## config.mk

```make
export PLATFORM = sky130hd
export DESIGN_NAME = pipe_stage_skid_reg
export DESIGN_NICKNAME = d
export VERILOG_FILES = /design/src/rtl/pipe_pkg.sv /design/src/rtl/pipe_sat_counter.sv /design/src/rtl/pipe_stage_skid_reg.sv
export SDC_FILE = /design/constraint.sdc
export NUM_CORES = 1
export LEC_CHECK = 0
export CORE_MARGIN = 2
export CORE_UTILIZATION = 35
export DETAILED_ROUTE_END_ITERATION = 10
export PLACE_DENSITY = 0.67
export SLEW_MARGIN = 15
export SYNTH_ARGS = -nofsm -noshare
export SYNTH_HDL_FRONTEND = slang
export SYNTH_HIERARCHICAL = 1
export SYNTH_SLANG_ARGS = --single-unit
```

## constraint.sdc

```tcl
create_clock -name clk -period 2.3 [get_ports clk]
set_clock_uncertainty 0.1 [all_clocks]
set_input_delay 0.345 -clock clk [delete_from_list [all_inputs] [get_ports clk]]
set_output_delay 0.345 -clock clk [all_outputs]
set_load 0.005 [all_outputs]
```

## src/rtl/pipe_pkg.sv

```systemverilog
// -----------------------------------------------------------------------------
// pipe_pkg
//   Shared types and defaults for the reusable pipeline stage register.
//
//   pipe_state_e   : occupancy of a stage (EMPTY / ONE / TWO entries held)
//   PIPE_DATA_W    : default data payload width
//   PIPE_CTRL_W    : default control payload width
//   PIPE_CNT_W     : default performance counter width
//   PIPE_SAT_FILL  : bit value replicated across a counter to form its
//                    saturation value (counters stop at all-ones)
// -----------------------------------------------------------------------------
package pipe_pkg;

   typedef enum logic [1:0] {
      EMPTY = 2'd0,
      ONE   = 2'd1,
      TWO   = 2'd2
   } pipe_state_e;

   localparam int PIPE_DATA_W = 32;
   localparam int PIPE_CTRL_W = 8;
   localparam int PIPE_CNT_W  = 16;

   localparam bit PIPE_SAT_FILL = 1'b1;

endpackage : pipe_pkg

```

## src/rtl/pipe_sat_counter.sv

```systemverilog
// -----------------------------------------------------------------------------
// pipe_sat_counter
//   Saturating up-counter. Increments by one on each cycle with inc=1 until it
//   reaches all-ones, where it stays until cleared. clr has priority over inc.
//
//   Ports:
//     clk  in   1      rising-edge clock
//     clr  in   1      synchronous clear (highest priority)
//     inc  in   1      increment request
//     cnt  out  CNT_W  current count (registered)
// -----------------------------------------------------------------------------
module pipe_sat_counter
   import pipe_pkg::*;
#(
   parameter int CNT_W = PIPE_CNT_W
) (
   input  logic             clk,
   input  logic             clr,
   input  logic             inc,
   output logic [CNT_W-1:0] cnt
);

   localparam logic [CNT_W-1:0] SAT = {CNT_W{PIPE_SAT_FILL}};

   logic [CNT_W-1:0] cnt_q;
   logic [CNT_W-1:0] cnt_d;

   always_comb begin
      cnt_d = cnt_q;
      if (inc && (cnt_q != SAT)) begin
         cnt_d = cnt_q + CNT_W'(1);
      end
   end

   always_ff @(posedge clk) begin
      if (clr) begin
         cnt_q <= '0;
      end else begin
         cnt_q <= cnt_d;
      end
   end

   assign cnt = cnt_q;

endmodule : pipe_sat_counter

```

## src/rtl/pipe_stage_skid_reg.sv

```systemverilog
// -----------------------------------------------------------------------------
// pipe_stage_skid_reg
//   Reusable pipeline stage register with a valid/ready handshake and a
//   2-entry skid buffer (main + skid). in_ready is a pure function of the
//   stored state and rst, so no combinational path runs from out_ready back
//   upstream. The payload is split into a data field (holds its last value on
//   bubbles, to reduce toggling) and a control field (forced to zero whenever
//   the output slot is invalid, so write enables never leak from a bubble).
//
//   Handshake: a transfer happens on a rising edge where valid and ready are
//   both 1 on that side. Upstream must hold in_valid and its payload until
//   accepted; in_valid while in_ready=0 is ignored. Downstream sees out_data /
//   out_ctrl held stable while out_valid=1 and out_ready=0.
//
//   Priority: rst > flush > normal handshake. flush empties the stage; an
//   entry offered in the same cycle is discarded, an entry taken in the same
//   cycle counts as consumed.
//
//   Optional: define PIPE_STAGE_PERF_EN to add the CNT_W parameter and the
//   saturating stall_cnt / flush_cnt outputs.
//
//   Ports:
//     clk        in   1       rising-edge clock
//     rst        in   1       synchronous, active-high reset
//     flush      in   1       synchronous kill of all held entries
//     in_valid   in   1       upstream entry valid
//     in_ready   out  1       stage can accept (state and rst only)
//     in_data    in   DATA_W  upstream data payload
//     in_ctrl    in   CTRL_W  upstream control payload
//     out_valid  out  1       output entry valid
//     out_ready  in   1       downstream accepts
//     out_data   out  DATA_W  output data payload
//     out_ctrl   out  CTRL_W  output control payload, 0 when out_valid=0
//     dbg_state  out  2       current occupancy state
//     stall_cnt  out  CNT_W   out_valid & ~out_ready cycles (perf build)
//     flush_cnt  out  CNT_W   flushes that discarded an entry (perf build)
// -----------------------------------------------------------------------------
module pipe_stage_skid_reg
   import pipe_pkg::*;
#(
   parameter int DATA_W = PIPE_DATA_W,
   parameter int CTRL_W = PIPE_CTRL_W
`ifdef PIPE_STAGE_PERF_EN
   ,
   parameter int CNT_W  = PIPE_CNT_W
`endif
) (
   input  logic              clk,
   input  logic              rst,
   input  logic              flush,
   input  logic              in_valid,
   output logic              in_ready,
   input  logic [DATA_W-1:0] in_data,
   input  logic [CTRL_W-1:0] in_ctrl,
   output logic              out_valid,
   input  logic              out_ready,
   output logic [DATA_W-1:0] out_data,
   output logic [CTRL_W-1:0] out_ctrl,
   output pipe_state_e       dbg_state
`ifdef PIPE_STAGE_PERF_EN
   ,
   output logic [CNT_W-1:0]  stall_cnt,
   output logic [CNT_W-1:0]  flush_cnt
`endif
);

   pipe_state_e       state_q;
   logic [DATA_W-1:0] main_data_q;
   logic [CTRL_W-1:0] main_ctrl_q;
   logic [DATA_W-1:0] skid_data_q;
   logic [CTRL_W-1:0] skid_ctrl_q;

   logic in_fire;
   logic out_fire;

   assign out_valid = (state_q != EMPTY);
   assign in_ready  = (state_q != TWO) & ~rst;
   assign in_fire   = in_valid & in_ready;
   assign out_fire  = out_valid & out_ready;

   // Every transition into EMPTY clears main_ctrl_q, so the registered control
   // field is already zero whenever the slot is a bubble.
   always_ff @(posedge clk) begin
      if (rst) begin
         state_q     <= EMPTY;
         main_data_q <= '0;
         main_ctrl_q <= '0;
         skid_data_q <= '0;
         skid_ctrl_q <= '0;
      end else if (flush) begin
         // main_data_q is left alone: out_data keeps its last value.
         state_q     <= EMPTY;
         main_ctrl_q <= '0;
         skid_data_q <= '0;
         skid_ctrl_q <= '0;
      end else begin
         case (state_q)
            EMPTY: begin
               if (in_fire) begin
                  main_data_q <= in_data;
                  main_ctrl_q <= in_ctrl;
                  state_q     <= ONE;
               end
            end
            ONE: begin
               if (in_fire && out_fire) begin
                  main_data_q <= in_data;
                  main_ctrl_q <= in_ctrl;
               end else if (in_fire) begin
                  // Downstream stalled: park the new entry in the skid.
                  skid_data_q <= in_data;
                  skid_ctrl_q <= in_ctrl;
                  state_q     <= TWO;
               end else if (out_fire) begin
                  main_ctrl_q <= '0;
                  state_q     <= EMPTY;
               end
            end
            TWO: begin
               if (out_fire) begin
                  main_data_q <= skid_data_q;
                  main_ctrl_q <= skid_ctrl_q;
                  skid_data_q <= '0;
                  skid_ctrl_q <= '0;
                  state_q     <= ONE;
               end
            end
            default: begin
               state_q     <= EMPTY;
               main_ctrl_q <= '0;
            end
         endcase
      end
   end

   assign out_data  = main_data_q;
   assign out_ctrl  = main_ctrl_q;
   assign dbg_state = state_q;

`ifdef PIPE_STAGE_PERF_EN
   logic stall_inc;
   logic flush_inc;

   assign stall_inc = out_valid & ~out_ready;
   assign flush_inc = flush & out_valid;

   pipe_sat_counter #(
      .CNT_W (CNT_W)
   ) u_stall_cnt (
      .clk (clk),
      .clr (rst),
      .inc (stall_inc),
      .cnt (stall_cnt)
   );

   pipe_sat_counter #(
      .CNT_W (CNT_W)
   ) u_flush_cnt (
      .clk (clk),
      .clr (rst),
      .inc (flush_inc),
      .cnt (flush_cnt)
   );
`endif

endmodule : pipe_stage_skid_reg

```

# After elaboration in Yosys (flattened, before gate mapping)
# Index checks and enable logic that the tools add are counted.
[classes] n_bitwise=5 reduce_logical=10 mux=21 n_eq_ne=11
[op_table] operator="32-bit two-way mux" n=5
[op_table] operator="32-bit one-hot mux with 3 select lines" n=1
[op_table] operator="32-bit one-hot mux with 2 select lines" n=1
[op_table] operator="8-bit two-way mux" n=6
[op_table] operator="8-bit one-hot mux with 3 select lines" n=1
[op_table] operator="8-bit one-hot mux with 2 select lines" n=1
[op_table] operator="2-bit inequality test, second input constant" n=6
[op_table] operator="4-bit AND reduction" n=3
[op_table] operator="2-bit two-way mux" n=5
[op_table] operator="3-bit inequality test, second input constant" n=3
[op_table] operator="2-bit one-hot mux with 3 select lines" n=1
[op_table] operator="5-bit AND reduction" n=1
[op_table] operator="2-bit nonzero test" n=2
[op_table] operator="1-bit AND" n=3
[op_table] operator="3-bit nonzero test" n=1
[op_table] operator="2-bit by 1-bit equality test with 1-bit output, second input constant" n=1
[op_table] operator="2-bit equality test, second input constant" n=1
[op_table] operator="2-bit logical NOT" n=1
[op_table] operator="1-bit NOT" n=2
[op_table] operator="2-bit OR reduction" n=1
[op_table] operator="1-bit logical AND" n=1
[word_totals] wordCells=52 output_inout_bits=44 register_bits=82 input_bits=45

# Logic depth before layout (Yosys ltp)
# Gate-level depths: netlist of run 1.
[logic_depth] depth_word=6 mapped_depth=7 ltp_nobuf=4

# Worst setup path after synthesis of run 1
# Ideal clock, no wire load.
[synth_timing] path_kind="register to register" from="reg state_q[1] (netlist: dbg_state[1])" to="reg main_ctrl_q[7] (netlist: out_ctrl[7])" path_slack_ps=540 arrival_time_ps=1533 path_stages_with_launch=7 path_cell_list="dfxtp_1 -> buf_6 -> or4b_1 -> and3_1 -> clkbuf_1 -> a22oi_1 -> nor2_1"
[synth_between] elab_chain_len=6 elab_cells_between_ends=16 classes_between="7 x eq/ne; 2 x mux; 3 x bitwise; 4 x reduce/logical"
[synth_rtl] item="start, declared" line_no="pipe_stage_skid_reg.sv:67" text="pipe_state_e state_q;"
[synth_rtl] item="start signal, assigned" line_no="pipe_stage_skid_reg.sv:85" text="state_q <= EMPTY;"
[synth_rtl] item="start signal, assigned" line_no="pipe_stage_skid_reg.sv:92" text="state_q <= EMPTY;"
[synth_rtl] item="start signal, assigned" line_no="pipe_stage_skid_reg.sv:102" text="state_q <= ONE;"
[synth_rtl] item="2-bit inequality test" line_no="pipe_stage_skid_reg.sv:77" text="assign in_ready = (state_q != TWO) & ~rst;"
[synth_rtl] item="1-bit AND" line_no="pipe_stage_skid_reg.sv:77"
[synth_rtl] item="1-bit AND" line_no="pipe_stage_skid_reg.sv:78" text="assign in_fire = in_valid & in_ready;"
[synth_rtl] item="1-bit logical AND" line_no="pipe_stage_skid_reg.sv:106" text="if (in_fire && out_fire) begin"
[synth_rtl] item="3-bit inequality test (no line) / 8-bit two-way mux (equally long branches)"
[synth_rtl] item="4-bit AND reduction (no line) / 8-bit one-hot mux with 3 select lines (equally long branches)"
[synth_rtl] item="end signal, assigned" line_no="pipe_stage_skid_reg.sv:101" text="main_ctrl_q <= in_ctrl;"
[synth_rtl] item="end signal, assigned" line_no="pipe_stage_skid_reg.sv:108" text="main_ctrl_q <= in_ctrl;"
[synth_rtl] item="end signal, assigned" line_no="pipe_stage_skid_reg.sv:122" text="main_ctrl_q <= skid_ctrl_q;"
[synth_rtl] item="end, declared" line_no="pipe_stage_skid_reg.sv:69" text="logic [CTRL_W-1:0] main_ctrl_q;"
# Several ways; a longest one is shown, not always the timed one.
# A chain may end at the register's enable or synchronous reset.

# Worst setup path after layout of run 1
[layout_timing] from="reg state_q[0] (netlist: dbg_state[0])" to="out in_ready"
[layout_between] elab_chain_len=2
[layout_rtl] item="2-bit inequality test" line_no="pipe_stage_skid_reg.sv:77"
[layout_rtl] item="1-bit AND" line_no="pipe_stage_skid_reg.sv:77"
[layout_rtl] item="end, declared" line_no="pipe_stage_skid_reg.sv:52" text="output logic in_ready,"
# No other way between the ends.

==> results of run 1 <==
tightest hold or removal path, cell delays in order:
cell	delay (ns)
buf_2	0.11
buf_4	0.23
a311oi_2	0.05
power by group through the flow:
stage	logic (uW)	clock network [uW]	registers (uW)
floorplan	216	0	1510
global placement	422	0	1520
detailed placement	429	0	1520
CTS	431	1200	1480
global route	467	1260	1490
finish	428	1180	1480
per-stage QoR:
| stage | worst slack [ns] | hold WS, ns | total power [uW] | util, % | cell area [um^2] |
|---|---|---|---|---|---|
| floorplan | 0.540 | 0.331 | 1730 | - | 3660 |
| global placement | 0.103 | 0.339 | 1940 | 46.1 | 4710 |
| detailed placement | 0.0199 | 0.344 | 1950 | 46.1 | 4710 |
| CTS | 0.0979 | 0.328 | 3120 | 48.3 | 4940 |
| global route | 0.0107 | 0.348 | 3220 | 48.3 | 4940 |
| finish | 0.136 | 0.349 | 3090 | 48.3 | 4940 |
placed cells by master, fill, tap and decap left out, types with 2 or more instances in the layout:
cell / instances
a21oi_1: 72
a22oi_1: 8
a311oi_1: 28
a311oi_2: 4
and2_1: 30
buf_12: 3
buf_4: 20
bufinv_16: 2
clkbuf_8: 10
clkdlybuf4s50_1: 87
clkinv_4: 2
dfxtp_1: 82
mux2i_1: 42
nand2_1: 10
nand3b_1: 2
nand4_1: 10
nor2_1: 40
o2bb2ai_1: 8
or2_2: 2
final cells by class:
class,instances,area (um^2)
fill,930,5290
timing repair buffer,111,1090
tap,136,170
inverter,2,7.51
multi-input combinational,270,1810
clock buffer,11,141
sequential,82,1640
clock inverter,5,86.3
sequential cells by signal, summed over array words and instances (netlist names):
register,count
dbg_state,2
out_ctrl,8
out_data,32
skid_ctrl_q,8
skid_data_q,32
kinds of logic (layout without fill, tap and decap cells):
logic type	after synthesis	in the layout	synth area share (%)
flip-flops	82	82	44.9
buffers and inverters	46	129	5.85
multiplexers	42	42	11.5
AO/OA/AOI/OAI	126	126	23.3
AND/OR/NAND/NOR	102	102	14.5
layer usage:
metal  part of all wire (%)  track usage (%)  vias up
met1                     45             21.3     1549
met5                      0                0        -
met3                    6.2             5.21       10
li1                       -                -     1606
met2                     47             26.9      100
met4                    1.1             4.79        0
worst min-delay path by stage:
stage | endpoint | cells past startpoint
floorplan | skid_data_q[12] | 2
global placement | skid_ctrl_q[5] | 2
detailed placement | skid_data_q[12] | 2
CTS | out_data[7] | 3
global route | out_data[3] | 3
finish | out_data[7] | 3
==> flow_summary.ini, run 1 <==
[run_status]
run_status = finished clean

[cells_and_area]
diodes = 0
nNetsFinal = 521
drive_above_1_share_pct = 10.4
area_growth_syn_to_layout_pct = 35.1
layout.cells.non_filler = 617

[worst_setup_path]
crit_path_end = in_ready
critPathKind = reg2out
slowest_stage = dfxtp_1
r2r_slack_ns = 0.36
cp_cell_sequence = nor2b_2 > nor2_1 > clkdlybuf4s50_1
crit_start = dbg_state[0]
cp_top_family = flip-flops
worstRegToRegCells = 6
timing.rr.start = dbg_state[1]
rr_endpoint = out_ctrl[2]
end_kind = primary output
critical-path-max-stage-delay_ns = 0.62
arrival_ns = 1.72
crit_fanout = 14
path_buf_inv = 1
cp_data_required_time_ns = 1.86
startpoint_type = register
cp.depth = 3

[sta]
rsz0062_at_grt = no
final-setup-viol-count = 0
finalMaxSlewViolations = 0
worst_pin_slew_ns = 0.619
timing.fmax_mhz = 462
slew_headroom_pct = 58.5
period_share_pct = 94.1
period_needed_ns = 2.16
final.setup.tns_ns = 0
hold_viol = 0

[grt]
antenna_found_initial = 0
gr-total-overflow = 0
grt_pass1_vias = 3067
grt_start_max_net_pins = 41
grt_pass1_wl_mm = 15.1
grt_usage_pct = 16.6

[detailed_routing]
routed_wl_mm = 9.14
vias = 3265
first_iter_violations = 102
ant_nets = 0
routedWlPerCell_um = 14.8
via_per_inst = 5.29
first_pass_iters = 4
drc = 0

[cts]
cts_repair_resize_count = 0
clock_sinks = 82
cts_tree = yes
htree_levels = 3
clock_latency_ns = 0.35
postCtsSetupRepairBufs = 0
ctsRootBufferMaster = clkbuf_8
cts_inserted_buffers = 9
cts_buffer_depth = 2
clk_pin_slew_ns = 0.08
postCtsHoldBufs = 0

[logic_synthesis]
ys_seq_area_share_pct = 44.9
syn_area_um2 = 3660
ys_top_cells_by_count = dfxtp_1, a21oi_1, mux2i_1
yosysTopAreaCellShare_pct = 44.9
synth_most_common_cell = dfxtp_1
synth-edff-count = 0
yosys_warnings = 6
ys_ff_latch = 82
ys.flop_type = dfxtp_1
syn_nets = 443
async_reset_ff_share_pct = 0
ys_types = 31
synth_cells = 398
yosys-top-cells-area = dfxtp_1, mux2i_1, a21oi_1, a311oi_1, and2_1
postSynthAreaPerCell_um2 = 9.19
netlist.top_cell.by_area = dfxtp_1

[power_and_ir_drop]
ir_worst_vdd_uv = 262
power.density_nw_per_um2 = 625
p_seq_share_pct = 48.1
p_comb_share_pct = 13.9
p_leak_uw = 0.00186
p_clk_share_pct = 38.1
p_sw_uw = 746
power.internal_uw = 2340
switching_share_pct = 24.2

[place]
gp_congestion = 0.800
port_buffers = 88
dp_hpwl_mm = 6.24
placed_cells = 601

[floorplan]
core_area_um2 = 10200
fp.dieW_um = 106
ios = 89
start_util_pct = 35.7
fp.dieH_um = 106
row_count = 37
dieArea_um2 = 11300

[min_path]
hp-class = in2reg
min_from = rst

[run]
max_cap_viol_count = 0
Power figures use the tool's default switching activity.
==> inputs of run 2 (changes only) <==
==> constraint.sdc (replaced) <==
create_clock -name clk -period 2.6 [get_ports clk]
set_clock_uncertainty 0.1 [all_clocks]
set_input_delay 0.39 -clock clk [delete_from_list [all_inputs] [get_ports clk]]
set_output_delay 0.39 -clock clk [all_outputs]
set_load 0.005 [all_outputs]
==> flow_summary.ini, run 2 (synthesis gave the netlist of run 1 again) <==
[run_status]
run_status = finished clean

[place]
gp_congestion = 0.764
dp_hpwl_mm = 5.98
pre_cts_slack_ns = 0.195
port_buffers = 88

[power_and_ir_drop]
p_leak_uw = 0.00180
ir_worst_vdd_uv = 244
power.density_nw_per_um2 = 532

[detailed_routing]
via_per_inst = 5.26
vias = 3211
drc = 0
first_iter_violations = 106
ant_nets = 0
routedWlPerCell_um = 15.0
routed_wl_mm = 9.15
first_pass_iters = 4

[worst_setup_path]
critPathKind = reg2out
cp_data_required_time_ns = 2.11
startpoint_type = register
worstRegToRegCells = 6
end_kind = primary output
arrival_ns = 1.77
slowest_stage = dfxtp_1
cp_cell_sequence = buf_4 > or2_2 > clkdlybuf4s50_1
crit_fanout = 12
critical-path-max-stage-delay_ns = 0.51

[grt]
gr-total-overflow = 0
grt_start_max_net_pins = 56
antenna_found_initial = 0
grt_usage_pct = 16.6
grt_pass1_wl_mm = 15.1
grt_pass1_vias = 3138

[cts]
postCtsHoldBufs = 0
clock_sinks = 82
cts_buffer_depth = 2
cts_inserted_buffers = 9
htree_levels = 3
ctsRootBufferMaster = clkbuf_8
cts_tree = yes
postCtsSetupRepairBufs = 0
clock_latency_ns = 0.34
clk_pin_slew_ns = 0.08
cts_repair_resize_count = 0

[floorplan]
fp.dieW_um = 106
row_count = 37
start_util_pct = 35.7
fp.dieH_um = 106
core_area_um2 = 10200
dieArea_um2 = 11300
ios = 89

[cells_and_area]
nNetsFinal = 514
mostFrequentLayoutCells = clkdlybuf4s50_1, dfxtp_1, a21oi_1
area_growth_syn_to_layout_pct = 32.2
layout_commonest_cell = clkdlybuf4s50_1
diodes = 0
drive_above_1_share_pct = 8.86

[sta]
rsz0062_at_grt = no
fin_ws_ns = 0.342
finalMaxSlewViolations = 0
final.setup.tns_ns = 0
timing.fmax_mhz = 443
final-setup-viol-count = 0
period_share_pct = 86.8
period_needed_ns = 2.26
worst_pin_slew_ns = 0.960
slew_headroom_pct = 36.0
hold_viol = 0

[run]
max_cap_viol_count = 0

[min_path]
hp-class = reg2reg
min_path_cells = 2
==> run 2: cell count changes in the layout (fill, tap and decap cells not counted), sizes merged <==
cell and change:
buf -7, clkinvlp +2, bufinv -1, inv -1
==> run 2: worst paths after layout <==
check,from,end,slack [ns]
max,dbg_state[1],out_valid,0.34
min,skid_data_q[12],skid_data_q[12],0.35
min reg2reg,skid_data_q[12],skid_data_q[12],0.35
max reg2reg,dbg_state[1],skid_data_q[1],0.59
==> run 2: power by group <==
| group | switching [uW] | internal [uW] | leakage, uW |
|---|---|---|---|
| logic | 171 | 201 | 0.00105 |
| registers | 21.4 | 1290 | 0.000665 |
| clock network | 449 | 441 | 0.0000893 |
| total | 641 | 1930 | 0.00180 |
==> run 2: per-layer routing <==
metal / share of wire [%] / track usage [%]
met1: 44 / 20.7
met5: 0 / 0
met3: 5.7 / 4.78
met4: 1.2 / 4.89
met2: 49 / 27.7
==> run 2: stage by stage <==
stage / cell area [um^2] / hold WS (ns) / std cells / util, % / power (uW)
6_report: 4840 / 0.354 / 610 / 47.3 / 2570
3_3_place_gp: 4650 / 0.338 / 594 / 45.4 / 1710
3_5_place_dp: 4650 / 0.345 / 594 / 45.4 / 1720
4_1_cts: 4840 / 0.356 / 610 / 47.3 / 2610
2_1_floorplan: 3660 / 0.331 / 398 / - / 1530
5_1_grt: 4840 / 0.375 / 610 / 47.3 / 2700
==> run 2: layout make-up <==
class                           instances  area (um^2)
Clock inverter                          5         55.1
Tap cell                              136          170
Timing Repair Buffer                  104         1020
Inverter                                2         7.51
Clock buffer                           11          131
Sequential cell                        82         1640
Multi-Input combinational cell        270         1810
Fill cell                            1003         5400
==> run 2: worst max-delay path: cells and delay by family, from the launching register on <==
family	cells	cell delay (ns)
DFF	1	0.51
buffers and inverters	2	0.76
and+or+nand+nor	1	0.14
